==> src/rtl/nnrv_ram_arb.sv <==
// Single-port RAM arbiter shared by the nnrv IF (read-only) and MEM (load/store) requesters.
// MEM has priority; a bounded streak counter forces IF through after MAX_STREAK contended MEM grants.
//
// rd_owner  | meaning
// ----------+----------------------------------------------------
// OWN_NONE  | no read outstanding, no rvalid this cycle
// OWN_IF    | IF read granted last cycle, RAM data returns to IF
// OWN_MEM   | MEM read granted last cycle, RAM data returns to MEM
module nnrv_ram_arb #(
    parameter int XLEN         = 64,
    parameter int ADDR_WIDTH   = 8,
    parameter int MASK_WIDTH   = 8,
    parameter int MAX_STREAK   = 3,
    parameter int STREAK_WIDTH = 4
) (
    input  logic                  i_clk,
    input  logic                  i_rst,
    input  logic                  i_if_req,
    input  logic [XLEN-1:0]       i_if_addr,
    input  logic [MASK_WIDTH-1:0] i_if_mask,
    input  logic                  i_if_flush,
    output logic                  o_if_gnt,
    output logic                  o_if_rvalid,
    output logic [XLEN-1:0]       o_if_rdata,
    input  logic                  i_mem_req,
    input  logic                  i_mem_we,
    input  logic [XLEN-1:0]       i_mem_addr,
    input  logic [MASK_WIDTH-1:0] i_mem_mask,
    input  logic [XLEN-1:0]       i_mem_wdata,
    output logic                  o_mem_gnt,
    output logic                  o_mem_rvalid,
    output logic [XLEN-1:0]       o_mem_rdata,
    output logic                  o_ram_en,
    output logic                  o_ram_we,
    output logic [ADDR_WIDTH-1:0] o_ram_addr,
    output logic [MASK_WIDTH-1:0] o_ram_mask,
    output logic [XLEN-1:0]       o_ram_wdata,
    input  logic [XLEN-1:0]       i_ram_rdata
);

    typedef enum logic [1:0] {
        OWN_NONE = 2'd0,
        OWN_IF   = 2'd1,
        OWN_MEM  = 2'd2
    } owner_t;

    owner_t                  rd_owner;
    owner_t                  rd_owner_nxt;
    logic [STREAK_WIDTH-1:0] streak;
    logic [STREAK_WIDTH-1:0] streak_nxt;
    logic                    streak_full;
    logic                    if_ok;
    logic                    mem_win;
    logic                    if_win;

    // Upper address bits wrap away; keep them visibly consumed.
    logic unused_addr_bits;
    assign unused_addr_bits = ^{i_if_addr[XLEN-1:ADDR_WIDTH], i_mem_addr[XLEN-1:ADDR_WIDTH]};

    always_ff @(posedge i_clk or negedge i_rst) begin
        if (!i_rst) begin
            rd_owner <= OWN_NONE;
            streak   <= '0;
        end else begin
            rd_owner <= rd_owner_nxt;
            streak   <= streak_nxt;
        end
    end

    // Qualifying with i_rst keeps every combinational output at 0 while reset is held.
    always_comb begin
        streak_full = (streak == STREAK_WIDTH'(MAX_STREAK));
        if_ok       = i_rst & i_if_req & ~i_if_flush;
        mem_win     = i_rst & i_mem_req & ~(if_ok & streak_full);
        if_win      = if_ok & ~mem_win;

        rd_owner_nxt = OWN_NONE;
        if (if_win) begin
            rd_owner_nxt = OWN_IF;
        end else if (mem_win && !i_mem_we) begin
            rd_owner_nxt = OWN_MEM;
        end

        streak_nxt = '0;
        if (mem_win && if_ok) begin
            streak_nxt = streak_full ? streak : streak + 1'b1;
        end
    end

    always_comb begin
        o_mem_gnt   = mem_win;
        o_if_gnt    = if_win;
        o_ram_en    = 1'b0;
        o_ram_we    = 1'b0;
        o_ram_addr  = '0;
        o_ram_mask  = '0;
        o_ram_wdata = '0;
        if (mem_win) begin
            o_ram_en    = 1'b1;
            o_ram_we    = i_mem_we;
            o_ram_addr  = i_mem_addr[ADDR_WIDTH-1:0];
            o_ram_mask  = i_mem_mask;
            o_ram_wdata = i_mem_wdata;
        end else if (if_win) begin
            o_ram_en   = 1'b1;
            o_ram_addr = i_if_addr[ADDR_WIDTH-1:0];
            o_ram_mask = i_if_mask;
        end
    end

    // A flush in the return cycle drops IF data even though the read already happened.
    always_comb begin
        o_if_rvalid  = (rd_owner == OWN_IF) & ~i_if_flush;
        o_mem_rvalid = (rd_owner == OWN_MEM);
        o_if_rdata   = o_if_rvalid ? i_ram_rdata : '0;
        o_mem_rdata  = o_mem_rvalid ? i_ram_rdata : '0;
    end

endmodule

==> config.mk <==
export PLATFORM = sky130hd
export DESIGN_NAME = nnrv_ram_arb
export DESIGN_NICKNAME = d
export VERILOG_FILES = /design/src/rtl/nnrv_ram_arb.sv
export SDC_FILE = /design/constraint.sdc
export NUM_CORES = 1
export LEC_CHECK = 0
export CORE_AREA = 2 2 189 191
export CTS_BUF_LIST = sky130_fd_sc_hd__clkbuf_16
export CTS_CLUSTER_SIZE = 12
export DETAILED_ROUTE_END_ITERATION = 12
export DIE_AREA = 0 0 191 193
export PLACE_DENSITY_LB_ADDON = 0.1
export SETUP_SLACK_MARGIN = 0.02
export SYNTH_ARGS = -nofsm -noshare
export SYNTH_HDL_FRONTEND = slang
export SYNTH_SLANG_ARGS = --single-unit
export TNS_END_PERCENT = 20
==> constraint.sdc <==
create_clock -name i_clk -period 1.96 [get_ports i_clk]
set_input_delay 0.588 -clock i_clk [delete_from_list [all_inputs] [get_ports i_clk]]
set_output_delay 0.588 -clock i_clk [all_outputs]
set_load 0.005 [all_outputs]
==> out/results.tsv, run 1 <==
stage	metric	value	unit
drt	post_drt_wl_per_cell	14.6	um
synth	ys_seq_area_frac	0.0852	
cts	ctsHtreeMaxLevel	1	
cts	root_buffer	clkbuf_16	
drt	finalWirelength	16600	um
synth	synthFlopType	dfrtp_1	
drt	vias	3347	
placed_design	gp_routability_congestion	0.736	
timing	layout_setup_ws	-0.677	ns
synth	syn_nets	539	
power_and_ir_drop	pwr-share-seq	0.095	
power_and_ir_drop	p_sw	0.332	mW
critical_path	r2r_setup_slack	0.38	ns
floorplan	dieArea	36900	um^2
synth	synthesis.area	1760	um^2
critical_path	worst_ep_arrival_time	2.05	ns
timing	holdWs	0.301	ns
floorplan	row_count	69	
timing	worstMarginPinSlew	0.285	ns
timing	min_period	2.64	ns
status	violations	negative setup slack	
critical_path	reg2reg_from	streak[1]	
timing	fin_crit_sh	1.35	
synth	synth.avg_cell_area	6.78	um^2
critical_path	r2r_cells	7	
cts	cts_buffer_depth	2	
timing	rsz0062_at_grt	true	
synth	netlist_instances	260	
floorplan	ioPinCount	492	
finish	diodes	0	
grt	grt_pass1_wl	22100	um
run	drv_cap	0	
grt	antenna_found_initial	0	
placed_design	dp_hpwl	13400	um
drt	ant_nets	0	
timing	drv_slew	0	
grt	grt_pass1_vias	3452	
status	status	finished, violations left	
cts	cts_tree	yes	
grt	overflow	0	
timing	tns	-60.19	ns
drt	vias_per_cell	2.95	
cts	path_clk_slew	0.03	ns
critical_path	critPathRequiredTime	1.37	ns
timing	final_hold_viol_count	0	
floorplan	die_width	191	um
grt	grt.total_usage	0.0801	
power_and_ir_drop	pwr-share-comb	0.658	
critical_path	r2r-end	rd_owner[1]	
power_and_ir_drop	p_sw_frac	0.247	
grt	grt_max_degree	36	
drt	drtIter0Drc	39	
hold_path	hold_class	input port to async pin	
power_and_ir_drop	power.density	206	nW/um^2
cts	cts_sinks	6	
placed_design	dpl.cell_count	1097	
floorplan	die_h	193	um
power_and_ir_drop	p_leak	3.09	nW
placed_design	port_buffers	379	
power_and_ir_drop	intPower	1.01	mW
finish	nets	954	
critical_path	path_max_fanout	8	
floorplan	core-area	35000	um^2
timing	clock.fmax	379	MHz
finish	drive_gt1_frac	0.484	
cts	ctsHoldBuffers	0	
drt	drc	0	
power_and_ir_drop	vdd_drop_max	0.189	mV
synth	ys_seq_elements	6	
timing	relSlewSlack	0.810	
synth	ys_async_sr_fraction	1.00	
timing	finClkSkew	0.000691	ns
cts	insertion_delay	0.23	ns
synth	synth_enable_flop_cells	0	
finish	finalNonFillerCells	1134	
power_and_ir_drop	clkPwrFrac	0.247	
synth	yosys_warnings	0	
power_and_ir_drop	finalPower	1.34	mW
synth	synth.distinct_cells	24	
cts	cts_made_buffers	3	
critical_path	end_kind	output port	
drt	firstDrtPassIters	3	
placed_design	dp_slack	-1.19	ns
critical_path	startpoint_type	flip-flop	
critical_path	critPathKind	flip-flop to output port	
floorplan	initial_core_util	0.0504	
finish	area_growth_syn_to_layout	268	%
timing	final-setup-viol-count	182	
per-layer routing:
layer / share of wire / global-route usage
met3: 0.084 / 0.0262
met2: 0.56 / 0.158
met4: 0.0079 / 0.0116
met5: 0 / 0
met1: 0.35 / 0.0833
cell usage in the layout (no fill, tap or decap), types with 5 or more instances in the layout:
master,Yosys,routed
clkdlybuf4s50_1,0,161
and2_1,193,142
buf_2,1,83
buf_6,2,66
and2_4,0,51
clkbuf_2,6,42
clkdlybuf4s15_2,0,32
buf_4,2,19
a22o_1,16,16
buf_12,0,12
dfrtp_1,6,6
buf_8,0,5
per-stage QoR:
| step | cell area (um^2) | util |
|---|---|---|
| finish | 6500 | 0.186 |
| global route | 6500 | 0.186 |
| CTS | 6600 | 0.189 |
| detailed placement | 6300 | 0.180 |
| global placement | 6300 | 0.180 |
| floorplan | 1830 | - |
critical path, cell delays in order (launching register included):
cell	delay (ns)
dfrtp_1	0.35
ha_2	0.19
nor3b_4	0.29
a21oi_4	0.11
buf_12	0.14
buf_8	0.12
buf_6	0.13
buf_16	0.14
a22o_1	0.22
buf_2	0.12
power by group through the flow:
stage / registers, mW / logic (mW) / clock network [mW]
floorplan: 0.128 / 0.170 / 0
global placement: 0.129 / 0.809 / 0
detailed placement: 0.129 / 0.807 / 0
CTS: 0.128 / 0.888 / 0.342
global route: 0.128 / 0.951 / 0.352
finish: 0.128 / 0.882 / 0.331
worst max path at each step:
stage / startpoint / endpoint / slack (ns)
final: streak[1] / o_ram_mask[7] / -0.68
after global routing: streak[1] / o_ram_wdata[20] / -0.77
after CTS: streak[1] / o_ram_wdata[5] / -0.83
after detailed placement: i_rst / o_ram_wdata[5] / -1.19
after global placement: i_if_flush / o_ram_wdata[4] / -1.22
after floorplan: i_if_flush / o_ram_addr[0] / -0.01
synthesized netlist by cell type, types with 2 or more instances:
master / instances / area, um^2
and2_1: 193 / 1210
a22o_1: 16 / 140
clkbuf_1: 14 / 52.6
clkbuf_2: 6 / 30.0
dfrtp_1: 6 / 150
nand2_1: 3 / 11.3
buf_4: 2 / 15.0
buf_6: 2 / 22.5
nor2b_1: 2 / 12.5
nor3_1: 2 / 10.0
registers in the layout, summed over array words and instances, names as in the netlist:
| register | count |
|---|---|
| streak | 4 |
| rd_owner | 2 |
final cells by class:
type	count	area [um^2]
sequential	6	150
tap	461	577
clock buffer	3	75.1
inverter	1	3.75
timing repair buffer	435	4040
fill	3969	28500
multi-input combinational	228	1650
logic make-up (layout without fill, tap and decap cells):
logic type	Yosys count	after routing	synth area share
buf+inv	26	439	0.0731
compound gates	18	18	0.0887
simple gates	207	207	0.735
flops	6	6	0.0852
fa+ha+maj	1	1	0.00710
mux	1	1	0.00639
xor+xnor	1	1	0.00497
repair_timing:
| action | in CTS | in global routing |
|---|---|---|
| setup buffers | 21 | 11 |
| hold endpoints to repair | 0 | 0 |
| gates resized for setup | 669 | 199 |
| gates cloned | 5 | 1 |
| setup endpoints to repair | 214 | 214 |
| pin swaps | 23 | 33 |
No activity file was read; power rests on OpenSTA's default activity.
==> inputs of run 2 (changes only) <==
CORE_AREA = 2 2 193 195   (was 2 2 189 191)
DIE_AREA = 0 0 195 197   (was 0 0 191 193)
clock period = 3.3 ns   (was 1.96 ns; I/O delays follow)
==> out/results.tsv, run 2 (synthesis gave the netlist of run 1 again) <==
stage	metric	value	unit	change
timing	min_period	3.26	ns	
critical_path	crit_top_cell	buf_6		
placed_design	port_buffers	379		unchanged
power_and_ir_drop	power.density	116	nW/um^2	-44%
floorplan	dieArea	38400	um^2	+4.2%
timing	drv_slew	0		unchanged
cts	cts_made_buffers	3		unchanged
placed_design	dp_hpwl	13400	um	about the same
cts	root_buffer	clkbuf_16		
finish	nets	944		-1.0%
timing	clock.fmax	307	MHz	
cts	ctsHtreeMaxLevel	1		unchanged
timing	relSlewSlack	0.739		-0.0701
finish	final_cell_mix	clkdlybuf4s50_1 (227), and2_1 (182), buf_2 (67)		
cts	ctsHoldBuffers	0		unchanged
drt	firstDrtPassIters	3		unchanged
grt	overflow	0		unchanged
critical_path	critPathRequiredTime	2.31	ns	+0.94 ns
timing	final_hold_viol_count	0		unchanged
placed_design	dpl_cell_area	6220	um^2	-1.3%
power_and_ir_drop	p_leak	2.99	nW	-3.2%
critical_path	worst_ep_arrival_time	2.27	ns	+0.22 ns
finish	diodes	0		unchanged
floorplan	die_width	195	um	+2.1%
grt	antenna_found_initial	3		+3
finish	area_growth_syn_to_layout	269	%	
floorplan	core-area	36300	um^2	+3.7%
grt	grt_pass1_vias	3773		+9.3%
drt	vias	3390		+1.3%
grt	grt_max_degree	66		+83%
hold_path	hold_class	flip-flop to flip-flop		
critical_path	path_max_fanout	5		-3
floorplan	ioPinCount	492		unchanged
timing	rsz0062_at_grt	true		
timing	worstMarginPinSlew	0.389	ns	+0.104 ns
timing	fin_crit_sh	0.987		
drt	top_layer	met5		
finish	layout_commonest_cell	clkdlybuf4s50_1		
drt	wl_met1	5770	um	+0.24%
finish	biggestRegsByFlops	streak (4), rd_owner (2)		
drt	drc	0		unchanged
drt	drtIter0Drc	43		+10%
timing	final-setup-viol-count	0		-100%
grt	grt_pass1_wl	24100	um	+9.2%
grt	grt.total_usage	0.0835		+0.00335
cts	cts_buffer_depth	2		unchanged
cts	path_clk_slew	0.03	ns	about the same
finish	num-fill-cells	4117		+3.7%
drt	vias_per_cell	3.00		+1.6%
timing	finClkSkew	0.00140	ns	+0.000714 ns
finish	final_cell_area	6510	um^2	+0.25%
drt	finalWirelength	16900	um	+1.8%
cts	cts_sinks	6		unchanged
floorplan	die_h	197	um	+2.1%
status	status	finished clean		
drt	met2_length	8950	um	-3.9%
finish	drive_gt1_frac	0.223		-0.261
drt	ant_nets	0		unchanged
critical_path	max_stage_delay	0.26	ns	-0.09 ns
timing	holdWs	0.487	ns	+0.186 ns
floorplan	initial_core_util	0.0486		-0.00180
cts	insertion_delay	0.22	ns	about the same
finish	regMostFlops	streak		
drt	post_drt_wl_per_cell	14.9	um	+2.1%
power_and_ir_drop	vdd_drop_max	0.180	mV	-4.5%
critical_path	cp_slowest_cell	bufbuf_16		
cts	cts_tree	yes		
critical_path	startpoint_type	input port		
finish	largest_register_ffs	4		unchanged
critical_path	end_kind	output port		
critical_path	critPathKind	input port to output port		
critical_path	path_cells	buf_6 -> and3b_2 -> buf_6 -> o21a_4 -> buf_12 -> bufbuf_16 -> a22o_1 -> buf_2		
placed_design	gp_routability_congestion	0.818		+11%
run	drv_cap	0		unchanged
drt	wl_met3	2060	um	+48%
floorplan	row_count	70		+1.4%
run 2: final timing paths:
| path | start | end | slack, ns | depth (start not counted) |
|---|---|---|---|---|
| worst max-delay path | i_if_req | o_ram_addr[6] | 0.04 | 8 |
| worst min-delay path | streak[0] | streak[0] | 0.49 | 1 |
| worst max register to register | streak[0] | rd_owner[1] | 1.54 | 7 |
| worst min register to register | streak[0] | streak[0] | 0.49 | 1 |
| max in group asynchronous | i_rst | streak[3] | 2.43 | 3 |
| min in group asynchronous | i_rst | rd_owner[1] | 0.74 | 3 |
run 2: report_power, final:
part	switching, mW	internal (mW)	leakage [nW]	total (mW)
clock network	0.0363	0.155	0.0370	0.191
logic	0.148	0.343	2.87	0.491
registers	0.000980	0.0751	0.0830	0.0760
run 2: layer usage:
metal / up-vias / GRT usage
li1: 1625 / -
met1: 1477 / 0.0809
met3: 6 / 0.0339
met2: 280 / 0.169
met4: 2 / 0.00735
met5: - / 0
run 2: layout make-up:
type                       instances  area, um^2  share of cell area
inverter                           1        3.75            0.000576
clock buffer                       3        75.1              0.0115
timing repair buffer             425        4150               0.637
tap                              468         586              0.0899
multi-input combinational        228        1550               0.238
sequential                         6         150              0.0231
run 2: metrics by stage:
step	TNS [ns]	cells	utilization	setup slack, ns	total power, mW
after floorplan	0	260	-	0.525	0.169
after detailed placement	-78.77	1097	0.172	-0.660	0.561
final	0	1131	0.180	0.0433	0.758
after global routing	-0.0720	1131	0.180	-0.0252	0.805
after CTS	0	1130	0.180	0.00248	0.776
after global placement	-78.81	1097	0.172	-0.668	0.563
run 2: worst max-delay path, delay by kind of cell:
| family | cells | cell delay [ns] |
|---|---|---|
| buf+inv | 5 | 0.74 |
| compound gates | 2 | 0.30 |
| simple gates | 1 | 0.23 |
run 2: what timing repair did:
| item | 4_1_cts | 5_1_grt |
|---|---|---|
| setup buffers | 21 | 2 |
| setup endpoints to repair | 149 | 29 |
| cloned | 11 | 0 |
| gates resized for setup | 424 | 26 |
| pin swaps | 15 | 3 |
